==> config.mk <==
export PLATFORM = sky130hd
export DESIGN_NAME = lfsr_rng_flat
export DESIGN_NICKNAME = d
export VERILOG_FILES = /design/src/rtl/lfsr_rng_pkg.sv /design/src/rtl/lfsr_rng_if.sv /design/src/rtl/lfsr_rng_core.sv /design/src/rtl/lfsr_rng.sv /design/src/flat_wrapper.sv
export SDC_FILE = /design/constraint.sdc
export NUM_CORES = 1
export LEC_CHECK = 0
export CAP_MARGIN = 20
export CORE_ASPECT_RATIO = 0.9
export CORE_UTILIZATION = 47
export CTS_BUF_LIST = sky130_fd_sc_hd__clkbuf_8
export CTS_CLUSTER_SIZE = 12
export DETAILED_ROUTE_END_ITERATION = 16
export GPL_TIMING_DRIVEN = 1
export HOLD_SLACK_MARGIN = 0.1
export PLACE_DENSITY_LB_ADDON = 0.1
export SYNTH_ARGS = -nofsm -noshare
export SYNTH_HDL_FRONTEND = slang
export SYNTH_SLANG_ARGS = --single-unit
==> constraint.sdc <==
create_clock -name clk -period 2.05 [get_ports clk]
set_input_delay 0.41 -clock clk [delete_from_list [all_inputs] [get_ports clk]]
set_output_delay 0.41 -clock clk [all_outputs]
set_load 0.02 [all_outputs]
==> src/rtl/lfsr_rng_pkg.sv <==
// lfsr_pkg: shared types, constants and step function for the lfsr_rng slice.
//   lfsr_fsm_e    : draw FSM state encoding (IDLE / SHIFT / VALID)
//   DEFAULT_TAPS  : x^32 + x^22 + x^2 + x + 1 Galois feedback mask
//   DEFAULT_SEED  : reset / recovery state
//   lfsr_step()   : one Galois shift, evaluated on a LFSR_MAX_W-wide container
//                   so one function serves every instance width (WIDTH <= 64).
package lfsr_pkg;

   localparam int          LFSR_MAX_W   = 64;
   localparam logic [31:0] DEFAULT_TAPS = 32'h8020_0003;
   localparam logic [31:0] DEFAULT_SEED = 32'h2048_FAFA;

   typedef enum logic [1:0] {
      IDLE  = 2'd0,
      SHIFT = 2'd1,
      VALID = 2'd2
   } lfsr_fsm_e;

   // Right shift, folding the feedback mask in when the bit falling out is 1.
   // Callers zero-extend state and taps, so the upper container bits stay 0.
   function automatic logic [LFSR_MAX_W-1:0] lfsr_step(
      input logic [LFSR_MAX_W-1:0] s,
      input logic [LFSR_MAX_W-1:0] taps
   );
      return (s >> 1) ^ (s[0] ? taps : '0);
   endfunction

endpackage

==> src/rtl/lfsr_rng_if.sv <==
// lfsr_rng_if: draw handshake between the game controller (master) and the
// random-number engine (slave).
//   req       master -> slave  request a draw
//   rnd_ready master -> slave  consumer accepts rnd_out
//   rnd_valid slave -> master  rnd_out holds a completed draw
//   rnd_out   slave -> master  OUT_W-bit symbol
//   busy      slave -> master  engine is not idle
interface lfsr_rng_if #(
   parameter int OUT_W = 2
) ();

   logic             req;
   logic             rnd_ready;
   logic             rnd_valid;
   logic [OUT_W-1:0] rnd_out;
   logic             busy;

   modport master (
      output req,
      output rnd_ready,
      input  rnd_valid,
      input  rnd_out,
      input  busy
   );

   modport slave (
      input  req,
      input  rnd_ready,
      output rnd_valid,
      output rnd_out,
      output busy
   );

endinterface

==> src/rtl/lfsr_rng_core.sv <==
// lfsr_core: LFSR state register with step logic, seed load, zero-lock
// recovery and an optional snapshot register.
// Optional feature macro: LFSR_REPLAY_EN (mark/rewind snapshot support).
// Ports:
//   clk, rst_n   clock, asynchronous active-low reset (state and snapshot -> SEED)
//   step_en      advance the state by one Galois shift this cycle
//   load_en      load load_value (0 is replaced by SEED); highest priority
//   load_value   seed to load
//   mark         copy the current state into the snapshot (replay build only)
//   rewind       restore the state from the snapshot (replay build only)
//   state_out    current state
//   next_bits    low OUT_W bits of the state about to be registered
module lfsr_core
   import lfsr_pkg::*;
#(
   parameter int               WIDTH = 32,
   parameter logic [WIDTH-1:0] TAPS  = WIDTH'(DEFAULT_TAPS),
   parameter logic [WIDTH-1:0] SEED  = WIDTH'(DEFAULT_SEED),
   parameter int               OUT_W = 2
) (
   input  logic             clk,
   input  logic             rst_n,
   input  logic             step_en,
   input  logic             load_en,
   input  logic [WIDTH-1:0] load_value,
   input  logic             mark,
   input  logic             rewind,
   output logic [WIDTH-1:0] state_out,
   output logic [OUT_W-1:0] next_bits
);

   logic [WIDTH-1:0]      state_reg;
   logic [LFSR_MAX_W-1:0] step_wide;
   logic [WIDTH-1:0]      step_val;
   logic [WIDTH-1:0]      load_val;
   logic                  restore_en;
   logic [WIDTH-1:0]      restore_val;

   // Continuous next-state net: the whole priority chain in one expression.
   wire  [WIDTH-1:0]      state_next;

   assign step_wide = lfsr_step(LFSR_MAX_W'(state_reg), LFSR_MAX_W'(TAPS));
   assign step_val  = step_wide[WIDTH-1:0];

   generate
      if (WIDTH < LFSR_MAX_W) begin : g_step_hi
         // Upper container bits are always zero; consumed here to keep lint quiet.
         logic unused_step_hi;
         assign unused_step_hi = |step_wide[LFSR_MAX_W-1:WIDTH];
      end
   endgenerate

   // An all-zero state would lock the LFSR forever, so a zero load means SEED.
   assign load_val = (load_value == '0) ? SEED : load_value;

`ifdef LFSR_REPLAY_EN
   logic [WIDTH-1:0] snap_reg;

   // load_en and rewind outrank mark, so a mark coinciding with either is dropped.
   always_ff @(posedge clk or negedge rst_n) begin
      if (!rst_n) begin
         snap_reg <= SEED;
      end else if (mark && !load_en && !rewind) begin
         snap_reg <= state_reg;
      end
   end

   assign restore_en  = rewind;
   assign restore_val = snap_reg;
`else
   logic unused_replay;
   assign unused_replay = mark | rewind;
   assign restore_en    = 1'b0;
   assign restore_val   = SEED;
`endif

   // Priority: load, rewind, zero-lock recovery, step, hold.
   assign state_next = load_en             ? load_val    :
                       restore_en          ? restore_val :
                       (state_reg == '0)   ? SEED        :
                       step_en             ? step_val    :
                                             state_reg;

   always_ff @(posedge clk or negedge rst_n) begin
      if (!rst_n) begin
         state_reg <= SEED;
      end else begin
         state_reg <= state_next;
      end
   end

   assign state_out = state_reg;
   assign next_bits = state_next[OUT_W-1:0];

endmodule

==> src/rtl/lfsr_rng.sv <==
// lfsr_rng: Galois LFSR random-number engine with a req/valid draw handshake.
// The LFSR free-runs in IDLE (when free_run=1) so user timing adds entropy;
// each draw performs STEPS shifts and presents the low OUT_W bits.
// Optional feature macro: LFSR_REPLAY_EN (mark/rewind replay of a symbol run).
// Ports:
//   clk, rst_n   clock, asynchronous active-low reset
//   free_run     step the state every IDLE cycle without a request
//   load_en      load load_value (0 -> SEED), abort any draw; highest priority
//   load_value   WIDTH-bit seed
//   mark         snapshot the state (replay build only)
//   rewind       restore the snapshot and abort any draw (replay build only)
//   state_out    current LFSR state (debug / seed export)
//   draw         lfsr_rng_if slave: req, rnd_ready, rnd_valid, rnd_out, busy
module lfsr_rng
   import lfsr_pkg::*;
#(
   parameter int               WIDTH = 32,
   parameter logic [WIDTH-1:0] TAPS  = WIDTH'(DEFAULT_TAPS),
   parameter logic [WIDTH-1:0] SEED  = WIDTH'(DEFAULT_SEED),
   parameter int               STEPS = 2,
   parameter int               OUT_W = 2
) (
   input  logic             clk,
   input  logic             rst_n,
   input  logic             free_run,
   input  logic             load_en,
   input  logic [WIDTH-1:0] load_value,
   input  logic             mark,
   input  logic             rewind,
   output logic [WIDTH-1:0] state_out,
   lfsr_rng_if.slave        draw
);

   lfsr_fsm_e        fsm_reg, fsm_next;
   logic [7:0]       cnt_reg, cnt_next;
   logic [OUT_W-1:0] rnd_out_reg, rnd_out_next;
   logic             step_en;
   logic             rewind_hit;
   logic [OUT_W-1:0] next_bits;

`ifdef LFSR_REPLAY_EN
   assign rewind_hit = rewind;
`else
   assign rewind_hit = 1'b0;
`endif

   lfsr_core #(
      .WIDTH (WIDTH),
      .TAPS  (TAPS),
      .SEED  (SEED),
      .OUT_W (OUT_W)
   ) u_core (
      .clk        (clk),
      .rst_n      (rst_n),
      .step_en    (step_en),
      .load_en    (load_en),
      .load_value (load_value),
      .mark       (mark),
      .rewind     (rewind),
      .state_out  (state_out),
      .next_bits  (next_bits)
   );

   always_comb begin
      fsm_next     = fsm_reg;
      cnt_next     = cnt_reg;
      rnd_out_next = rnd_out_reg;
      step_en      = 1'b0;

      if (load_en || rewind_hit) begin
         // Abort whatever is in flight; rnd_out keeps its last completed value.
         fsm_next = IDLE;
      end else begin
         case (fsm_reg)
            IDLE: begin
               if (draw.req) begin
                  // The accepting cycle does not shift, so the draw costs STEPS shifts.
                  fsm_next = SHIFT;
                  cnt_next = 8'(STEPS - 1);
               end else begin
                  step_en = free_run;
               end
            end
            SHIFT: begin
               step_en = 1'b1;
               if (cnt_reg == '0) begin
                  // Capture the value being registered on this same edge.
                  rnd_out_next = next_bits;
                  fsm_next     = VALID;
               end else begin
                  cnt_next = cnt_reg - 8'd1;
               end
            end
            VALID: begin
               // State frozen; a req in the accept cycle is deliberately dropped.
               if (draw.rnd_ready) begin
                  fsm_next = IDLE;
               end
            end
            default: begin
               fsm_next = IDLE;
            end
         endcase
      end
   end

   always_ff @(posedge clk or negedge rst_n) begin
      if (!rst_n) begin
         fsm_reg     <= IDLE;
         cnt_reg     <= '0;
         rnd_out_reg <= '0;
      end else begin
         fsm_reg     <= fsm_next;
         cnt_reg     <= cnt_next;
         rnd_out_reg <= rnd_out_next;
      end
   end

   assign draw.rnd_valid = (fsm_reg == VALID);
   assign draw.busy      = (fsm_reg != IDLE);
   assign draw.rnd_out   = rnd_out_reg;

endmodule
==> src/flat_wrapper.sv <==
// flat-port wrapper written by rule: the top's interface ports become plain ports
module lfsr_rng_flat import lfsr_pkg::*;
#(
   parameter int               WIDTH = 32,
   parameter logic [WIDTH-1:0] TAPS  = WIDTH'(DEFAULT_TAPS),
   parameter logic [WIDTH-1:0] SEED  = WIDTH'(DEFAULT_SEED),
   parameter int               STEPS = 2,
   parameter int               OUT_W = 2
)
  (clk, rst_n, free_run, load_en, load_value, mark, rewind, state_out, draw_req, draw_rnd_ready, draw_rnd_valid, draw_rnd_out, draw_busy);
  lfsr_rng_if #(.OUT_W(OUT_W)) draw_i ();
  input  logic clk;
  input  logic rst_n;
  input  logic free_run;
  input  logic load_en;
  input  logic [WIDTH-1:0] load_value;
  input  logic mark;
  input  logic rewind;
  output logic [WIDTH-1:0] state_out;
  input wire logic [$bits(draw_i.req)-1:0] draw_req;
  input wire logic [$bits(draw_i.rnd_ready)-1:0] draw_rnd_ready;
  output wire logic [$bits(draw_i.rnd_valid)-1:0] draw_rnd_valid;
  output wire logic [$bits(draw_i.rnd_out)-1:0] draw_rnd_out;
  output wire logic [$bits(draw_i.busy)-1:0] draw_busy;
  assign draw_i.req = draw_req;
  assign draw_i.rnd_ready = draw_rnd_ready;
  assign draw_rnd_valid = draw_i.rnd_valid;
  assign draw_rnd_out = draw_i.rnd_out;
  assign draw_busy = draw_i.busy;
  lfsr_rng #(.WIDTH(WIDTH), .TAPS(TAPS), .SEED(SEED), .STEPS(STEPS), .OUT_W(OUT_W)) u_core (.clk(clk), .rst_n(rst_n), .free_run(free_run), .load_en(load_en), .load_value(load_value), .mark(mark), .rewind(rewind), .state_out(state_out), .draw(draw_i));
endmodule
======== After elaboration in Yosys (flattened, before gate mapping) ========
Index checks and enable logic that the tools add are counted.
cells by class
  bitwise gates (word level) .............. 2
  reduce and logical (&&, ||, !) cells .... 10
  eq/ne operators ......................... 7
  add/sub/neg operators ................... 1
  multiplexer cells ....................... 16
operators by type and width
  cell                                                                    count
  32-bit 2-to-1 mux                                                       5
  32-bit zero test                                                        2
  31-bit by 32-bit bitwise XOR with 32-bit output                         1
  8-bit 2-to-1 mux                                                        2
  8-bit case mux with 2 select lines                                      1
  3-bit inequality test (second input constant)                           3
  8-bit zero test                                                         1
  2-bit 2-to-1 mux                                                        4
  8-bit by 1-bit subtractor with 8-bit output (second input constant)     1
  2-bit case mux with 3 select lines                                      1
  3-bit AND reduction                                                     2
  2-bit inequality test (second input constant)                           2
  4-bit AND reduction                                                     1
  2-bit nonzero test                                                      2
  3-bit nonzero test                                                      1
  2-bit by 1-bit equality test with 1-bit output (second input constant)  1
  2-bit equality test (second input constant)                             1
  2-bit zero test                                                         1
  1-bit 2-to-1 mux                                                        2
  1-bit case mux with 2 select lines                                      1
  1-bit inverter                                                          1
storage, ports and cells
  output and inout bits ................... 36
  register bits after elaboration ......... 44
  word-level logic and storage cells ...... 41
  input bits .............................. 40

======== Longest topological paths before layout ========
  depth in word-level cells ............... 6
  depth in mapped cells ................... 8
  mapped depth without buffers ............ 7

======== Modules after synthesis ========
Synthesis repeated with hierarchy kept, for this count alone.
second synthesis, totals
  cells, all modules ...................... 220
  area, all modules ....................... 2491.1 um^2
modules (own cells, without submodules)
  module     seq. area each (um^2)  times used  area an instance (um^2)  cells an instance
  lfsr_core  819.5                  1           1766.7                   150
  lfsr_rng   300.3                  1           724.4                    70

======== Least setup slack after synthesis ========
Ideal clock, no wire load.
  kind .................................... register -> register
  start point ............................. reg u_core.u_core.state_reg[0], in the netlist u_core.u_core.state_out[0]
  end point ............................... reg u_core.u_core.state_reg[15], in the netlist u_core.u_core.state_out[15]
  slack ................................... 0.202 ns
  arrival ................................. 1.768 ns
  path buffers ............................ 1
  cell stages (with the launch flop) ...... 9
  cell sequence ........................... dfrtp_1 inv_1 ha_1 nor4b_1 nand4_1 o21bai_2 nor2_1 buf_2 o2bb2ai_1
on the way
  word-level cells in the longest chain between the ends .. 3
  elaborated cells between the ends (all ways) .. 4
  classes of those cells .................. 2 x mux; 2 x reduce/logical
ends and longest elaborated chain
  what                    RTL line             source
  from (decl)             lfsr_rng_core.sv:32  logic [WIDTH-1:0] state_reg;
  from (signal assigned)  lfsr_rng_core.sv:88  state_reg <= state_next;
  32-bit zero test (*)    lfsr_rng_core.sv:80  (state_reg == '0) ? SEED :
  32-bit 2-to-1 mux       lfsr_rng_core.sv:80
  32-bit 2-to-1 mux       lfsr_rng_core.sv:78  assign state_next = load_en ? load_val :
Mark *: on every way between the ends. The rest lies on a longest branch, timed or not.
A chain may end at the register's enable or synchronous reset.

======== Worst setup path after layout ========
  start point ............................. reg u_core.u_core.state_reg[15], in the netlist u_core.u_core.state_out[15]
  end point ............................... out state_out[15]
RTL lines
  what       RTL line            source
  to (decl)  flat_wrapper.sv:19  output logic [WIDTH-1:0] state_out;
No word-level cell between the ends.

==> results.md <==
- CTS max path bufs: 2
- Starting density of the core: 50.3%
- Max Clock Freq: 499 MHz
- EDFF count, synth: 0
- Post-synth top flop: dfrtp_1
- Crit-path slowest cell: clkdlybuf4s50_1
- Routed vias: 2175
- Vias in the first global route: 2082
- Critical path startpoint: u_core.u_core.state_out[15]$_DFFE_PN1P_
- Initial antenna violation count: 0
- Clock root cell: clkbuf_8
- Post-layout min period: 2000 ps
- Critical Path Max Stage Delay: 610 ps
- Async set or reset register ratio after synthesis: 100%
- DRC violations left: 0
- Fin. max-slew vios: 0
- Worst-Margin Slew: 642 ps
- Reg clk slew, reported paths: 80 ps
- H-tree levels: 2
- Input/output buffers: 73
- Status: completed
- CTS tree: yes
- Worst Path Required: 1640 ps
- Fin Hold WS: 185 ps
- Leakage: 1.37 nW
- Synth cell types: 35
- First-pass GRT wire length: 9800 um
- Instance count on the critical path: 2
- Detailed Route Iter0 Violations: 149
- Period utilization: 97.7%
- Die H: 68.4 um
- Setup violations, final: 0
- Final WS setup: 46.3 ps
- Worst setup SP type: register
- CTS Hold Bufs: 0
- Area growth syn-to-layout: 43.0%
- Final Hold Viols: 0
- RSZ-0062 raised after global routing: false
- Vias per inst: 5.56
- Final ANT Viol Nets: 0
- DRT Pass-1 Iters: 4
- Worst r2r src: u_core.u_core.state_out[1]$_DFF_PN1_
- Die Wd: 75.8 um
- Grt ovf: 0
- Crit path arrival time: 1590 ps
- Final nets: 371
- Avg Cell Area, Syn: 9.60 um^2
- Clk sinks: 44
- Total GRT Usage: 25.6%
- Num CTS Buffers: 5
- Worst relative slew slack: 57.2%
- MaxCap Viol Count: 0
- Worst R2R Path Depth: 8
- Critical path peak fanout: 3
- R2R setup slack: 140 ps
- Post-Syn Area: 2300 um^2
- VDD IR-drop max: 0.000672 V
- Critical Path Sink Type: primary output
- Critical path class: reg -> out
- Mapped Nets: 283
- Buffers plus inverters on the worst setup path: 2
- Routed wire per std cell: 15.8 um
- Row cnt: 23
- DP Wirelength: 4530 um
- Die area: 5190 um^2
- Warnings from Yosys: 0
- Register area share after synthesis: 48.6%
- # diodes: 0
- End of the worst register-to-register path: u_core.draw.rnd_out[1]$_DFFE_PN0P_
- I/O pins: 76
- Crit-path cells: buf_4, clkdlybuf4s50_1
- Max reg flops: 32
- Pre-CTS WS: -146 ps
- Core region area: 4580 um^2
- Routability cong.: 0.806
- Layout cells sized above 1: 16.1%
- Post-Route WL: 6180 um
- Worst-skew pair later-pin latency: 300 ps
- Pwr/cell area: 1010 nW/um^2
- Gate Count Post-Synth: 240
- Fin Clk Skew: 7.03 ps
- Crit path max-delay family: buffers and inverters
- Hold Path Class: in -> async
- Largest net degree at the start of global routing: 45
- Total power draw: 3.31 mW
- Synth Register Bits: 44
==> cell families (layout without fill, tap and decap cells) <==
kind of cell,after synthesis,after routing,synth area share (%)
DFF,44,44,48.6
muxes,16,16,7.22
xor gates and xnor gates,4,4,1.52
adders and majority gates,3,3,1.63
buffers and inverters,20,109,3.48
and+or+nand+nor,85,85,19.1
AOI/OAI and AO/OA,68,68,18.5
==> per-stage QoR <==
stage | util [%] | cell area (um^2) | TNS, ps | instances
after floorplan | - | 2300 | 0 | 240
after global placement | 70.0 | 3200 | -2260 | 383
after detailed placement | 70.0 | 3200 | -2330 | 383
after CTS | 72.0 | 3290 | 0 | 391
after global routing | 72.0 | 3290 | 0 | 391
final | 72.0 | 3290 | 0 | 391
==> layer usage <==
layer / vias to the layer above / global-route usage (%) / routed length (um)
met2: 82 / 42.8 / 2940
met3: 13 / 6.04 / 400
met1: 1029 / 33.1 / 2760
met4: 0 / 7.41 / 82
met5: - / 0 / 0
li1: 1051 / - / -
==> where the power goes <==
part | switching (mW) | internal (mW)
clock | 0.300 | 0.238
combinational | 0.710 | 0.701
sequential | 0.244 | 1.12
total | 1.25 | 2.06
==> layout by cell type (no fill, tap or decap), drive strengths merged, types with 4 or more instances in the layout <==
master         synthesis  layout
buf                    4      20
a21oi                 16      16
dfrtp                 29      29
o21ai                 29      29
nand4                  4       4
inv                    9       9
xnor2                  4       4
clkbuf                 7       5
dfstp                 15      15
nand2b                 4       4
nor4                  17      17
nor2                  24      24
clkdlybuf4s50          0      72
o2bb2ai               14      14
mux2i                 14      14
nand2                 23      23
==> what timing repair did <==
item / CTS / global route
setup buffers: 0 / 0
gates resized for setup: 1 / 0
endpoints found under the setup margin: 14 / 0
==> worst reg2reg max path: stages, from the launching register on <==
cell      delay (ps)
dfstp_2          530
inv_1             40
ha_1             160
nor4b_1          140
nand4_1          110
o21bai_2         100
buf_4            200
a211o_1          250
mux2_4           260
==> final cells by class <==
| type | instances | area [um^2] |
|---|---|---|
| Fill cell | 359 | 1280 |
| Sequential cell | 44 | 1120 |
| Multi-Input combinational cell | 176 | 1110 |
| Timing Repair Buffer | 92 | 868 |
| Tap cell | 62 | 77.6 |
| Clock buffer | 5 | 68.8 |
| Inverter | 9 | 33.8 |
| Clock inverter | 3 | 18.8 |
==> how the worst max path moves through the flow <==
stage                                                    to  slack (ps)
detailed placement   u_core.u_core.state_out[5]$_DFFE_PN1P_        -150
global route                                  state_out[15]          20
floorplan           u_core.u_core.state_out[15]$_DFFE_PN1P_         200
finish                                        state_out[15]          50
CTS                                           state_out[15]          50
global placement    u_core.u_core.state_out[12]$_DFFE_PN1P_        -130
==> cell usage after synthesis (all sizes together) (2+ instances only) <==
cell type	count	share of area [%]
nor3	3	0.65
buf	4	0.87
nor4	17	5.3
a211o	2	0.76
mux2	2	1.1
nand4	4	1.1
ha	3	1.6
o21ai	29	6.3
nand2b	4	1.2
clkbuf	7	1.1
a21oi	16	3.5
xnor2	4	1.5
mux2i	14	6.1
o31ai	2	0.65
o2bb2ai	14	5.3
nor2	24	3.9
inv	9	1.5
nand2	23	3.7
dfrtp	29	32
dfstp	15	17
or2	3	0.81
or3	2	0.54
o21a	2	0.65
Note: power is estimated with default switching activity, not from simulation.
